`src/rtl/data_ram_pkg.sv`:
```
// -----------------------------------------------------------------------------
// data_ram_pkg
// Shared constants for the two-requester data_ram arbiter.
//   AW_DEF / DW_DEF / BW_DEF : default word-address, data and byte-enable widths
//   M0 / M1                  : requester indices into req/gnt vectors
//   SEL_M0 / SEL_M1          : one-bit encodings used for the round-robin
//                              pointer and for tagging an outstanding read
// -----------------------------------------------------------------------------
package data_ram_pkg;

    localparam int AW_DEF = 8;
    localparam int DW_DEF = 32;
    localparam int BW_DEF = DW_DEF / 8;

    localparam int NUM_REQ = 2;
    localparam int M0      = 0;
    localparam int M1      = 1;

    localparam logic [0:0] SEL_M0 = 1'b0;
    localparam logic [0:0] SEL_M1 = 1'b1;

endpackage : data_ram_pkg

```
`src/rtl/rr_arb2.sv`:
```
// -----------------------------------------------------------------------------
// rr_arb2
// Two-way round-robin arbiter with a one-bit priority pointer.
//   clk        : clock, pointer updates on rising edge
//   resetn     : asynchronous active-low reset, pointer -> requester 0
//   req[1:0]   : request vector, index M0/M1
//   gnt[1:0]   : one-hot (or zero) grant, combinational from req and pointer
// The pointer always moves to the requester that did not win, so a request
// that loses once is guaranteed to win on the following cycle.
// -----------------------------------------------------------------------------
module rr_arb2
    import data_ram_pkg::*;
(
    input  logic       clk,
    input  logic       resetn,
    input  logic [1:0] req,
    output logic [1:0] gnt
);

    logic [0:0] prio_q;
    logic [0:0] prio_d;

    // NOTE: every signal assigned in always_comb receives a default at the top
    // of the block, so no path leaves it unassigned and no latch is inferred.
    always_comb begin
        gnt    = 2'b00;
        prio_d = prio_q;

        // Grants are suppressed while reset is asserted so the shared RAM port
        // sees no access during reset.
        if (resetn) begin
            if (req[M0] && (!req[M1] || prio_q == SEL_M0)) begin
                gnt[M0] = 1'b1;
            end else if (req[M1]) begin
                gnt[M1] = 1'b1;
            end
        end

        if (gnt[M0]) begin
            prio_d = SEL_M1;
        end else if (gnt[M1]) begin
            prio_d = SEL_M0;
        end
    end

    // NOTE: state registers use non-blocking assignments so every flop samples
    // the pre-edge value of its inputs regardless of block ordering.
    always_ff @(posedge clk or negedge resetn) begin
        if (!resetn) begin
            prio_q <= SEL_M0;
        end else begin
            prio_q <= prio_d;
        end
    end

endmodule : rr_arb2

```
`src/rtl/data_ram_arbiter.sv`:
```
// -----------------------------------------------------------------------------
// data_ram_arbiter
// Shares one synchronous data_ram port between two requesters, one access per
// cycle, round-robin on contention.
//   clk, resetn                 : clock, asynchronous active-low reset
//   mX_req/we/addr/wdata        : requester X access (we == 0 means read)
//   mX_gnt                      : access accepted this cycle (combinational)
//   mX_rvalid / mX_rdata        : read response one cycle after a granted read
//   ram_we/ram_addr/ram_din     : muxed winner access to the RAM, zero when idle
//   ram_dout                    : RAM read data, valid the cycle after address
// Writes finish at grant. A granted read is tagged with its owner and the tag
// is registered; the RAM's one-cycle read latency lines up with that tag, so
// rdata is simply ram_dout fanned out to both requesters.
// -----------------------------------------------------------------------------
module data_ram_arbiter
    import data_ram_pkg::*;
#(
    parameter int AW = AW_DEF,
    parameter int DW = DW_DEF,
    parameter int BW = BW_DEF
) (
    input  logic          clk,
    input  logic          resetn,

    input  logic          m0_req,
    input  logic [BW-1:0] m0_we,
    input  logic [AW-1:0] m0_addr,
    input  logic [DW-1:0] m0_wdata,
    output logic          m0_gnt,
    output logic          m0_rvalid,
    output logic [DW-1:0] m0_rdata,

    input  logic          m1_req,
    input  logic [BW-1:0] m1_we,
    input  logic [AW-1:0] m1_addr,
    input  logic [DW-1:0] m1_wdata,
    output logic          m1_gnt,
    output logic          m1_rvalid,
    output logic [DW-1:0] m1_rdata,

    output logic [BW-1:0] ram_we,
    output logic [AW-1:0] ram_addr,
    output logic [DW-1:0] ram_din,
    input  logic [DW-1:0] ram_dout
);

    logic [1:0] req;
    logic [1:0] gnt;

    logic       rd_issue;
    logic       rd_pending_q;
    logic       rd_pending_d;
    logic [0:0] rd_owner_q;
    logic [0:0] rd_owner_d;

    assign req = {m1_req, m0_req};

    rr_arb2 u_rr_arb2 (
        .clk    (clk),
        .resetn (resetn),
        .req    (req),
        .gnt    (gnt)
    );

    assign m0_gnt = gnt[M0];
    assign m1_gnt = gnt[M1];

    // Winner mux onto the RAM port; an idle cycle drives all zeros.
    always_comb begin
        ram_we   = '0;
        ram_addr = '0;
        ram_din  = '0;
        rd_issue = 1'b0;

        if (gnt[M0]) begin
            ram_we   = m0_we;
            ram_addr = m0_addr;
            ram_din  = m0_wdata;
            rd_issue = (m0_we == '0);
        end else if (gnt[M1]) begin
            ram_we   = m1_we;
            ram_addr = m1_addr;
            ram_din  = m1_wdata;
            rd_issue = (m1_we == '0);
        end

        rd_pending_d = rd_issue;
        rd_owner_d   = gnt[M1] ? SEL_M1 : SEL_M0;
    end

    // Response tag: one entry deep because a new access can start every cycle
    // and each read answers exactly one cycle later.
    always_ff @(posedge clk or negedge resetn) begin
        if (!resetn) begin
            rd_pending_q <= 1'b0;
            rd_owner_q   <= SEL_M0;
        end else begin
            rd_pending_q <= rd_pending_d;
            rd_owner_q   <= rd_owner_d;
        end
    end

    assign m0_rvalid = rd_pending_q && (rd_owner_q == SEL_M0);
    assign m1_rvalid = rd_pending_q && (rd_owner_q == SEL_M1);

    assign m0_rdata  = ram_dout;
    assign m1_rdata  = ram_dout;

endmodule : data_ram_arbiter

```
`config.mk`:
```
export PLATFORM = sky130hd
export DESIGN_NAME = data_ram_arbiter
export DESIGN_NICKNAME = d
export VERILOG_FILES = /design/src/rtl/data_ram_pkg.sv /design/src/rtl/rr_arb2.sv /design/src/rtl/data_ram_arbiter.sv
export SDC_FILE = /design/constraint.sdc
export NUM_CORES = 1
export LEC_CHECK = 0
export BUFFER_PORTS_ARGS = -buffer_cell sky130_fd_sc_hd__buf_4
export CAP_MARGIN = 20
export CORE_AREA = 10 10 83 85
export DETAILED_ROUTE_END_ITERATION = 8
export DIE_AREA = 0 0 93 95
export PLACE_DENSITY = 0.77
export SYNTH_ARGS = -nofsm -noshare
export SYNTH_HDL_FRONTEND = slang
export SYNTH_SLANG_ARGS = --single-unit
```
`constraint.sdc`:
```
create_clock -name clk -period 1.55 [get_ports clk]
set_clock_uncertainty 0.1 [all_clocks]
set_input_delay 0.31 -clock clk [delete_from_list [all_inputs] [get_ports clk]]
set_output_delay 0.31 -clock clk [all_outputs]
set_load 0.03 [all_outputs]
```
==> flow_summary.ini <==
[cts]
cts.root.buffer_cell = sky130_fd_sc_hd__clkbuf_8
cts_tree = done
cts_buffers = 3
clock_sinks = 3
clock_tree.htree_level_count = 1
clock_transition_time_at_the_flip_flop_clock_pins_of_the_worst_setup_and_hold_paths_ns = 0.03
longest_clk_path_bufs = 2
clock_insertion_delay_at_the_later_pin_of_the_skew_report_ns = 0.21

[grt]
grt_pass1_wl_um = 8576
antenna_found_initial = 0
gr-usage-all-layers_pct = 11.91
grt_pass1_vias = 1537
grt_overflow_total = 0
maximum_number_of_pins_on_one_net_before_global_route_repair = 30

[detailed_routing]
detail_route.vias_per_cell = 4.657
drc = 0
wirelength_um = 6170
drt-initial-drc-count = 20
detailed_route_via_count = 1346
wl_per_cell_um = 21.35
topRoutingLayerUsed = met4
drt.antenna.violating_nets = 0
drtPass1Iterations = 4
met3_length_um = 835
dr_wl_met2_um = 3228
met1_wirelength_um = 1928

[setup_path]
crit_path_leading_delay_family = buffers and inverters
critPathMaxFanout = 17
slowest_delay_ns = 0.42
path_buf_inv = 4
crit_path_start_kind = flip-flop
critPathArrivalTime_ns = 1.41
setup.worst_path.class = reg2out
worst_ep_required_time_ns = 1.14
worst_path_cell_trace = inv_2 > a21oi_4 > buf_12 > buf_12 > a22o_2 > buf_6
critical_path.slowest_cell = sky130_fd_sc_hd__dfrtp_2
worst_path_most_repeated_cell = sky130_fd_sc_hd__buf_12
worstSetupEndpointType = primary output

[yosys]
syn-mean-instance-area_um2 = 8.332
ys_seq_elements = 3
synth.yosys.warnings = 0
synth.yosys.seq_area_share_pct = 6.826
syn_nets = 256
number_of_different_library_cells_in_the_post_synthesis_netlist = 15
synthCells = 132
netlist_area_um2 = 1100

[floorplanning]
dieWidth_um = 93
chipHeight_um = 95
initial_core_util_pct = 20.60
ios = 236
floorplan_row_count = 27
design.die.area_um2 = 8835
fp.coreArea_um2 = 5338

[sta]
post-route-min-period_ns = 1.817
final-hold-violation-count = 0
tightest_slew_ns = 0.3244
final_slew_violations = 0
setup_violators_final = 46
whs_ns = 0.3729
setup_repair_after_global_routing_missed_its_margin = true
setup_slack_ns = -0.2667
maxSlewHeadroom_pct = 78.17
timing.fmax_mhz = 550.5
min_period_over_period_pct = 117.2

[pwr]
power.density_nw_per_um2 = 549.5
p_leak_uw = 0.001141
ir_drop_mv = 0.2645

[run]
max_cap_viol_count = 0

[finish]
finish.net_count = 342
antenna_cells = 0
synth_to_layout_area_growth_pct = 101.4
post_route_cells_drive_above_1_share_pct = 91.24

[run_status]
outcome = complete, but fails checks
violations = setup timing

[place]
globalplace.congestion = 0.7911
post-place-ws_ns = -0.1106
place.port_buffers = 139
detailed_place_hpwl_um = 4968

[hold_path]
min-delay-path-class = in2reg
-- per-layer routing --
layer	vias up	track usage, %
met4	0	5.398
li1	592	-
met1	605	10.47
met2	124	22.37
met5	-	0
met3	25	5.948
-- state kept, by name, summed over array words and instances (netlist names) --
| register | count |
|---|---|
| u_rr_arb2.prio_q | 1 |
| rd_owner_q | 1 |
| rd_pending_q | 1 |
-- per-stage QoR --
stage	std cells	utilization (%)	total power (µW)	cell area, µm²	setup TNS, ns
2_1_floorplan	132	-	795.9	1174	-0.3525
3_3_place_gp	279	35.02	863.2	1869	-3.410
3_5_place_dp	279	35.02	871.6	1869	-4.371
4_1_cts	285	39.57	1186	2112	-10.89
5_1_grt	289	41.49	1284	2215	-13.24
6_report	289	41.49	1217	2215	-11.34
-- logic make-up after synthesis --
family / count (synthesis) / synth area share, %
flip-flops: 3 / 6.826
AO/OA/AOI/OAI: 49 / 39.82
AND/OR/NAND/NOR: 7 / 3.414
buffers and inverters: 73 / 49.94
-- synth_stat cells --
library cell               count  area share (%)
sky130_fd_sc_hd__a21oi_4       2             3.0
sky130_fd_sc_hd__a22o_1       44              35
sky130_fd_sc_hd__nand2_1       3             1.0
sky130_fd_sc_hd__dfrtp_1       3             6.8
sky130_fd_sc_hd__buf_6         4             4.1
sky130_fd_sc_hd__or4_1         1            0.68
sky130_fd_sc_hd__buf_2         4             1.8
sky130_fd_sc_hd__o21ai_0       1            0.45
sky130_fd_sc_hd__a211oi_1      1            0.68
sky130_fd_sc_hd__a21o_1        1            0.68
sky130_fd_sc_hd__nor4_1        1            0.57
sky130_fd_sc_hd__buf_4        64              44
sky130_fd_sc_hd__nor2b_1       1            0.57
sky130_fd_sc_hd__and2_1        1            0.57
sky130_fd_sc_hd__inv_2         1            0.34
-- worst reg2reg max path, cell delays in order (launching register included) --
cell	delay, ns
sky130_fd_sc_hd__dfrtp_2	0.42
sky130_fd_sc_hd__inv_2	0.07
sky130_fd_sc_hd__a21oi_4	0.06
sky130_fd_sc_hd__buf_12	0.13
sky130_fd_sc_hd__buf_12	0.14
sky130_fd_sc_hd__buf_4	0.14
sky130_fd_sc_hd__a21o_1	0.14
-- layout make-up --
cell class	instances	area, µm²
well taps	72	90.09
clock buffers	4	45.04
flip-flops and latches	3	76.32
inverters	1	3.754
multi-input cells	56	584.3
repair buffers	153	1415
fillers	532	3123
-- timing repair --
item	in CTS	in global routing
pin swaps	0	1
gates cloned	0	2
gates resized for setup	47	7
hold buffers	1	0
hold endpoints to repair	3	0
buffers inserted	1	2
setup endpoints to repair	46	46
-- power breakdown --
part           switching, µW  total [µW]  leakage (µW)  internal (µW)
sequential              8.23        95.5     0.0000381           87.3
combinational            413         899       0.00108            487
clock                   47.0         222     0.0000228            175
total                    468        1220       0.00114            749
-- cells in the final DEF (no fill, tap or decap), drive strengths merged --
| master | Yosys | layout |
|---|---|---|
| dlygate4sd3 | 0 | 1 |
| nand2 | 3 | 3 |
| clkbuf | 0 | 5 |
| and2 | 1 | 1 |
| dfrtp | 3 | 3 |
| nor4 | 1 | 1 |
| nor2b | 1 | 1 |
| buf | 72 | 151 |
| or4 | 1 | 1 |
| a211oi | 1 | 1 |
| o21ai | 1 | 1 |
| a22o | 44 | 44 |
| inv | 1 | 1 |
| a21oi | 2 | 2 |
| a21o | 1 | 1 |
-- final timing paths --
path	start	to	slack (ns)	depth (start not counted)
worst max-delay path	u_rr_arb2.prio_q	ram_din[24]	-0.27	6
worst min-delay path	m1_req	rd_pending_q	0.37	3
worst max register to register	u_rr_arb2.prio_q	rd_pending_q	0.22	6
worst min register to register	u_rr_arb2.prio_q	u_rr_arb2.prio_q	0.55	2
max in group asynchronous	resetn	u_rr_arb2.prio_q	0.80	3
min in group asynchronous	resetn	u_rr_arb2.prio_q	0.45	3
No activity file was read; power rests on OpenSTA's default activity.
